File: src/rtl/z180_bus_sync.sv
`default_nettype none
// ---------------------------------------------------------------------------
// z180_bus_sync : button debouncer plus I/O read/write sample-point ticks
// Rev 1.0 : initial release
// ---------------------------------------------------------------------------
module z180_bus_sync #(
  parameter int DEB_COUNT = 50000
) (
  input  logic phi,
  input  logic reset,
  input  logic btn_n,
  output logic btn_n_deb,
  input  logic iorq_n,
  input  logic rd_n,
  input  logic wr_n,
  output logic rd_tick,
  output logic wr_tick
);

  localparam int               CNT_W    = $clog2(DEB_COUNT);
  localparam logic [CNT_W-1:0] DEB_LAST = CNT_W'(DEB_COUNT - 1);

  logic             sync1_q, sync1_d;
  logic             sync2_q, sync2_d;
  logic [CNT_W-1:0] deb_cnt_q, deb_cnt_d;
  logic             btn_n_deb_q, btn_n_deb_d;
  logic [1:0]       rd_cnt_q, rd_cnt_d;
  logic [1:0]       wr_cnt_q, wr_cnt_d;
  logic             rd_qual;
  logic             wr_qual;

  assign rd_qual = ~iorq_n & ~rd_n;
  assign wr_qual = ~iorq_n & ~wr_n;

  // Debounce: the output only moves after DEB_COUNT consecutive clocks of
  // disagreement; any agreeing clock restarts the count.
  always_comb begin
    sync1_d     = btn_n;
    sync2_d     = sync1_q;
    deb_cnt_d   = '0;
    btn_n_deb_d = btn_n_deb_q;
    if (sync2_q != btn_n_deb_q) begin
      if (deb_cnt_q == DEB_LAST) begin
        btn_n_deb_d = sync2_q;
      end else begin
        deb_cnt_d = deb_cnt_q + CNT_W'(1);
      end
    end
  end

  // Cycle counters saturate at 3 so long wait-stated cycles never re-tick.
  always_comb begin
    rd_cnt_d = 2'd0;
    wr_cnt_d = 2'd0;
    if (rd_qual) begin
      rd_cnt_d = (rd_cnt_q == 2'd3) ? 2'd3 : rd_cnt_q + 2'd1;
    end
    if (wr_qual) begin
      wr_cnt_d = (wr_cnt_q == 2'd3) ? 2'd3 : wr_cnt_q + 2'd1;
    end
  end

  always_ff @(posedge phi) begin
    if (reset) begin
      sync1_q     <= 1'b1;
      sync2_q     <= 1'b1;
      deb_cnt_q   <= '0;
      btn_n_deb_q <= 1'b1;
      rd_cnt_q    <= 2'd0;
      wr_cnt_q    <= 2'd0;
    end else begin
      sync1_q     <= sync1_d;
      sync2_q     <= sync2_d;
      deb_cnt_q   <= deb_cnt_d;
      btn_n_deb_q <= btn_n_deb_d;
      rd_cnt_q    <= rd_cnt_d;
      wr_cnt_q    <= wr_cnt_d;
    end
  end

  assign btn_n_deb = btn_n_deb_q;
  assign rd_tick   = rd_qual & (rd_cnt_q == 2'd0) & ~reset;
  assign wr_tick   = wr_qual & (wr_cnt_q == 2'd1) & ~reset;

endmodule
`default_nettype wire

File: config.mk
export PLATFORM = sky130hd
export DESIGN_NAME = z180_bus_sync
export DESIGN_NICKNAME = d
export VERILOG_FILES = /design/src/rtl/z180_bus_sync.sv
export SDC_FILE = /design/constraint.sdc
export NUM_CORES = 1
export LEC_CHECK = 0
export BUFFER_PORTS_ARGS = -buffer_cell sky130_fd_sc_hd__buf_2
export CAP_MARGIN = 10
export CORE_MARGIN = 2
export CORE_UTILIZATION = 50
export CTS_CLUSTER_DIAMETER = 120
export DETAILED_ROUTE_END_ITERATION = 10
export GPL_ROUTABILITY_DRIVEN = 1
export PLACE_DENSITY = 0.72
export SYNTH_ARGS = -nofsm -noshare
export SYNTH_HDL_FRONTEND = slang
export SYNTH_SLANG_ARGS = --single-unit
File: constraint.sdc
create_clock -name phi -period 1.5 [get_ports phi]
set_input_delay 0.45 -clock phi [delete_from_list [all_inputs] [get_ports phi]]
set_output_delay 0.45 -clock phi [all_outputs]
set_load 0.005 [all_outputs]
==> run_summary.xml <==
<?xml version="1.0" encoding="UTF-8"?>
<metrics>
  <group name="layout">
    <metric name="share_of_layout_cells_above_drive_strength_1" unit="%">46.6</metric>
    <metric name="multi_input_comb_area" unit="µm²">577</metric>
    <metric name="n_antenna_cell" unit="">0</metric>
    <metric name="area_delta_synth_final" unit="%">41.9</metric>
    <metric name="filler_cell_count" unit="">117</metric>
    <metric name="finish.net_count" unit="">141</metric>
    <metric name="sequential_area" unit="µm²">463</metric>
    <metric name="postLayoutCellArea" unit="mm²">0.00134</metric>
    <metric name="finished_layout_cells" unit="">158</metric>
  </group>
  <group name="critical_path">
    <metric name="worstSetupEndpointType" unit="">primary output</metric>
    <metric name="cp_max_fo" unit="">2</metric>
    <metric name="cp-start-kind" unit="">input pin</metric>
    <metric name="critical_setup_path_kind" unit="">input pin to primary output</metric>
    <metric name="worst_ep_required_time" unit="ns">1.05</metric>
    <metric name="critical_path_arrival" unit="ns">1.20</metric>
  </group>
  <group name="floorplanning">
    <metric name="die_w" unit="µm">47.5</metric>
    <metric name="die_area" unit="mm²">0.00225</metric>
    <metric name="floorplan.initialDensity" unit="%">54.1</metric>
    <metric name="placement_rows" unit="">15</metric>
    <metric name="fp.coreArea" unit="mm²">0.00175</metric>
    <metric name="io_pins" unit="">9</metric>
    <metric name="die_h" unit="µm">47.5</metric>
  </group>
  <group name="power">
    <metric name="net-switching-power" unit="µW">208</metric>
    <metric name="pwr_density_cell" unit="mW/mm²">713</metric>
    <metric name="power_switching_share" unit="%">21.8</metric>
    <metric name="design_power_total" unit="µW">955</metric>
    <metric name="p_seq_share" unit="%">65.0</metric>
    <metric name="leakage" unit="nW">0.449</metric>
    <metric name="clock_power_share" unit="%">30.0</metric>
    <metric name="internal_power" unit="µW">748</metric>
    <metric name="ir_worst_vdd" unit="V">0.000742</metric>
    <metric name="pwr-share-comb" unit="%">5.0</metric>
  </group>
  <group name="placed_design">
    <metric name="io_buffer_count" unit="">8</metric>
    <metric name="dp_hpwl" unit="µm">1310</metric>
    <metric name="place_area" unit="mm²">0.00113</metric>
    <metric name="place.gp.congestion" unit="">0.715</metric>
    <metric name="number_of_cells_in_the_design_after_placement" unit="">150</metric>
  </group>
  <group name="sta">
    <metric name="final.setup.worst_slack" unit="ns">-0.148</metric>
    <metric name="worst_case_headroom_to_the_max_slew_limit" unit="%">68.6</metric>
    <metric name="worst_max_slew_pin_slew" unit="ns">0.470</metric>
    <metric name="worst_hold_slack" unit="ns">0.309</metric>
    <metric name="finalHoldViolations" unit="">0</metric>
    <metric name="timing_max_transition_violations_final" unit="">0</metric>
    <metric name="period_share" unit="%">110</metric>
    <metric name="unrepaired_setup_endpoints_after_global_routing" unit="">true</metric>
    <metric name="maxClockFrequency" unit="MHz">607</metric>
    <metric name="setup_violations" unit="">19</metric>
    <metric name="finClkSkew" unit="ns">0.00709</metric>
    <metric name="min_period" unit="ns">1.65</metric>
  </group>
  <group name="clocking">
    <metric name="cts_hold_buffers_added" unit="">0</metric>
    <metric name="worst_skew_pair.late_latency" unit="ns">0.31</metric>
    <metric name="tritoncts_clock_tree" unit="">done</metric>
    <metric name="h-tree-depth" unit="">1</metric>
    <metric name="cts-buffers-inserted" unit="">3</metric>
    <metric name="clockRootBuffer" unit="">sky130_fd_sc_hd__clkbuf_4</metric>
    <metric name="clk_buf_depth" unit="">2</metric>
    <metric name="tritoncts_num_sinks" unit="">23</metric>
    <metric name="clk_transition_reported_paths" unit="ns">0.13</metric>
  </group>
  <group name="synth">
    <metric name="mapped_nets" unit="">110</metric>
    <metric name="average_instance_area_after_synthesis" unit="µm²">9.17</metric>
    <metric name="synth_seq_cells" unit="">23</metric>
    <metric name="post_synth_inst_count" unit="">103</metric>
    <metric name="synth_cell_types" unit="">24</metric>
    <metric name="synth_area" unit="µm²">945</metric>
    <metric name="synth-warning-count" unit="">0</metric>
    <metric name="yosysSeqAreaShare" unit="%">48.7</metric>
  </group>
  <group name="job">
    <metric name="maxCapViolations" unit="">0</metric>
  </group>
  <group name="status">
    <metric name="violations" unit="">setup timing</metric>
    <metric name="status" unit="">finished with violations</metric>
  </group>
  <group name="global_route">
    <metric name="grt_start_max_net_pins" unit="">15</metric>
    <metric name="grt_util_all_layers" unit="%">20.1</metric>
    <metric name="vias_in_the_first_global_route" unit="">807</metric>
    <metric name="antenna_found_initial" unit="">0</metric>
    <metric name="grt_remaining_overflow" unit="">0</metric>
    <metric name="grt_pass1_wl" unit="µm">3110</metric>
  </group>
  <group name="route">
    <metric name="antenna_violating_nets_post_route" unit="">0</metric>
    <metric name="route.final.wire_length" unit="µm">2020</metric>
    <metric name="post-route-drc-count" unit="">0</metric>
    <metric name="vias_per_cell" unit="">5.11</metric>
    <metric name="dr.pass1.iters" unit="">4</metric>
    <metric name="wl_per_cell" unit="µm">12.8</metric>
    <metric name="routed-via-count" unit="">808</metric>
    <metric name="detailedRoute.firstIterationViolations" unit="">10</metric>
  </group>
  <group name="hold_path">
    <metric name="hold_path.class" unit="">input pin to register</metric>
  </group>
</metrics>
## power groups by stage
stage          registers, mW  logic [mW]  clock network [mW]
2_1_floorplan          0.633      0.0155                   0
3_3_place_gp           0.634      0.0277                   0
3_5_place_dp           0.634      0.0288                   0
4_1_cts                0.621      0.0444               0.299
5_1_grt                0.622      0.0513               0.328
6_report               0.621      0.0480               0.286
## layer usage
metal	GRT usage (%)	vias to the layer above	part of all wire, %
met1	23.1	383	43
met5	0	-	0
li1	-	407	-
met3	5.28	4	2.5
met4	11.1	0	1.7
met2	33.8	14	53
## layout make-up
| class | instances | area share [%] |
|---|---|---|
| Clock inverter | 1 | 0.560 |
| Inverter | 4 | 1.12 |
| Tap cell | 25 | 2.33 |
| Multi-Input combinational cell | 74 | 43.0 |
| Timing Repair Buffer | 28 | 16.7 |
| Sequential cell | 23 | 34.5 |
| Clock buffer | 3 | 1.68 |
## registers in the layout, summed over array words and instances (netlist names)
register	count
deb_cnt_q	16
rd_cnt_q	2
wr_cnt_q	2
btn_n_deb	1
sync1_q	1
sync2_q	1
## cells in the mapped netlist, drive strengths merged
master   number  area share [%]
ha            1             1.3
nand4         4             2.6
mux2i         1             1.1
nor3          4             2.1
nand4b        1            0.93
or4           1            0.79
xor2          4             3.7
inv           4             1.6
nand2b        1            0.66
nor2         22             8.7
nand4bb       1             1.2
nor3b         1            0.79
buf           2             2.0
or3           3             2.0
dfxtp        23              49
and4          1            0.93
a21oi         2             1.1
xnor2        11              10
nand3         5             2.6
or2           2             1.3
nor4          5             4.0
nand2         4             1.6
## worst max-delay path: stages
cell                      delay (ns)
sky130_fd_sc_hd__buf_6          0.09
sky130_fd_sc_hd__or3_4          0.39
sky130_fd_sc_hd__nor3b_2        0.15
sky130_fd_sc_hd__buf_2          0.12
## cell families after synthesis
group,count (synthesis),share of synthesized area [%]
compound gates,2,1.06
xor+xnor,15,13.9
fa+ha+maj,1,1.32
buf+inv,6,3.58
flops,23,48.7
mux,1,1.06
simple gates,55,30.3
## placed cells by master (no fill, tap or decap)
master,count
sky130_fd_sc_hd__nor3_2,1
sky130_fd_sc_hd__nor2_2,10
sky130_fd_sc_hd__nor2_4,3
sky130_fd_sc_hd__or2_2,2
sky130_fd_sc_hd__a21oi_1,2
sky130_fd_sc_hd__buf_8,1
sky130_fd_sc_hd__nor4_2,3
sky130_fd_sc_hd__nor4_4,2
sky130_fd_sc_hd__nand4b_1,1
sky130_fd_sc_hd__nor3_1,3
sky130_fd_sc_hd__mux2i_1,1
sky130_fd_sc_hd__nand3_2,1
sky130_fd_sc_hd__clkinvlp_4,1
sky130_fd_sc_hd__nand4_1,4
sky130_fd_sc_hd__clkbuf_4,3
sky130_fd_sc_hd__inv_1,4
sky130_fd_sc_hd__and4_1,1
sky130_fd_sc_hd__nor3b_2,1
sky130_fd_sc_hd__xnor2_1,11
sky130_fd_sc_hd__nand3_1,4
sky130_fd_sc_hd__dfxtp_2,2
sky130_fd_sc_hd__xor2_1,4
sky130_fd_sc_hd__nor2_1,9
sky130_fd_sc_hd__ha_2,1
sky130_fd_sc_hd__nand2b_1,1
sky130_fd_sc_hd__buf_4,17
sky130_fd_sc_hd__dfxtp_1,21
sky130_fd_sc_hd__buf_2,5
sky130_fd_sc_hd__nand4bb_1,1
sky130_fd_sc_hd__or4_4,1
sky130_fd_sc_hd__or3_4,3
sky130_fd_sc_hd__nand2_1,4
sky130_fd_sc_hd__buf_6,5
## final timing paths
kind | from | to | slack, ns | cells after the start
worst max-delay path | wr_n | wr_tick | -0.15 | 4
worst min-delay path | btn_n | sync1_q | 0.31 | 2
worst max register to register | deb_cnt_q[11] | deb_cnt_q[3] | -0.05 | 5
worst min register to register | sync1_q | sync2_q | 0.44 | 1
## through the flow
stage / setup TNS (ns) / worst slack, ns / util [%]
2_1_floorplan: -0.671 / -0.0690 / -
3_3_place_gp: -1.86 / -0.195 / 64.7
3_5_place_dp: -2.07 / -0.214 / 64.7
4_1_cts: -1.70 / -0.168 / 72.5
5_1_grt: -1.90 / -0.182 / 76.8
6_report: -0.807 / -0.148 / 76.8
## timing repair
| action | in CTS | in global routing |
|---|---|---|
| endpoints found under the setup margin | 19 | 19 |
| pin swaps | 13 | 3 |
| setup buffers | 3 | 0 |
| cloned | 1 | 0 |
| hold endpoints to repair | 0 | 0 |
| resized for setup | 18 | 19 |
Note: power is estimated with default switching activity, not from simulation.
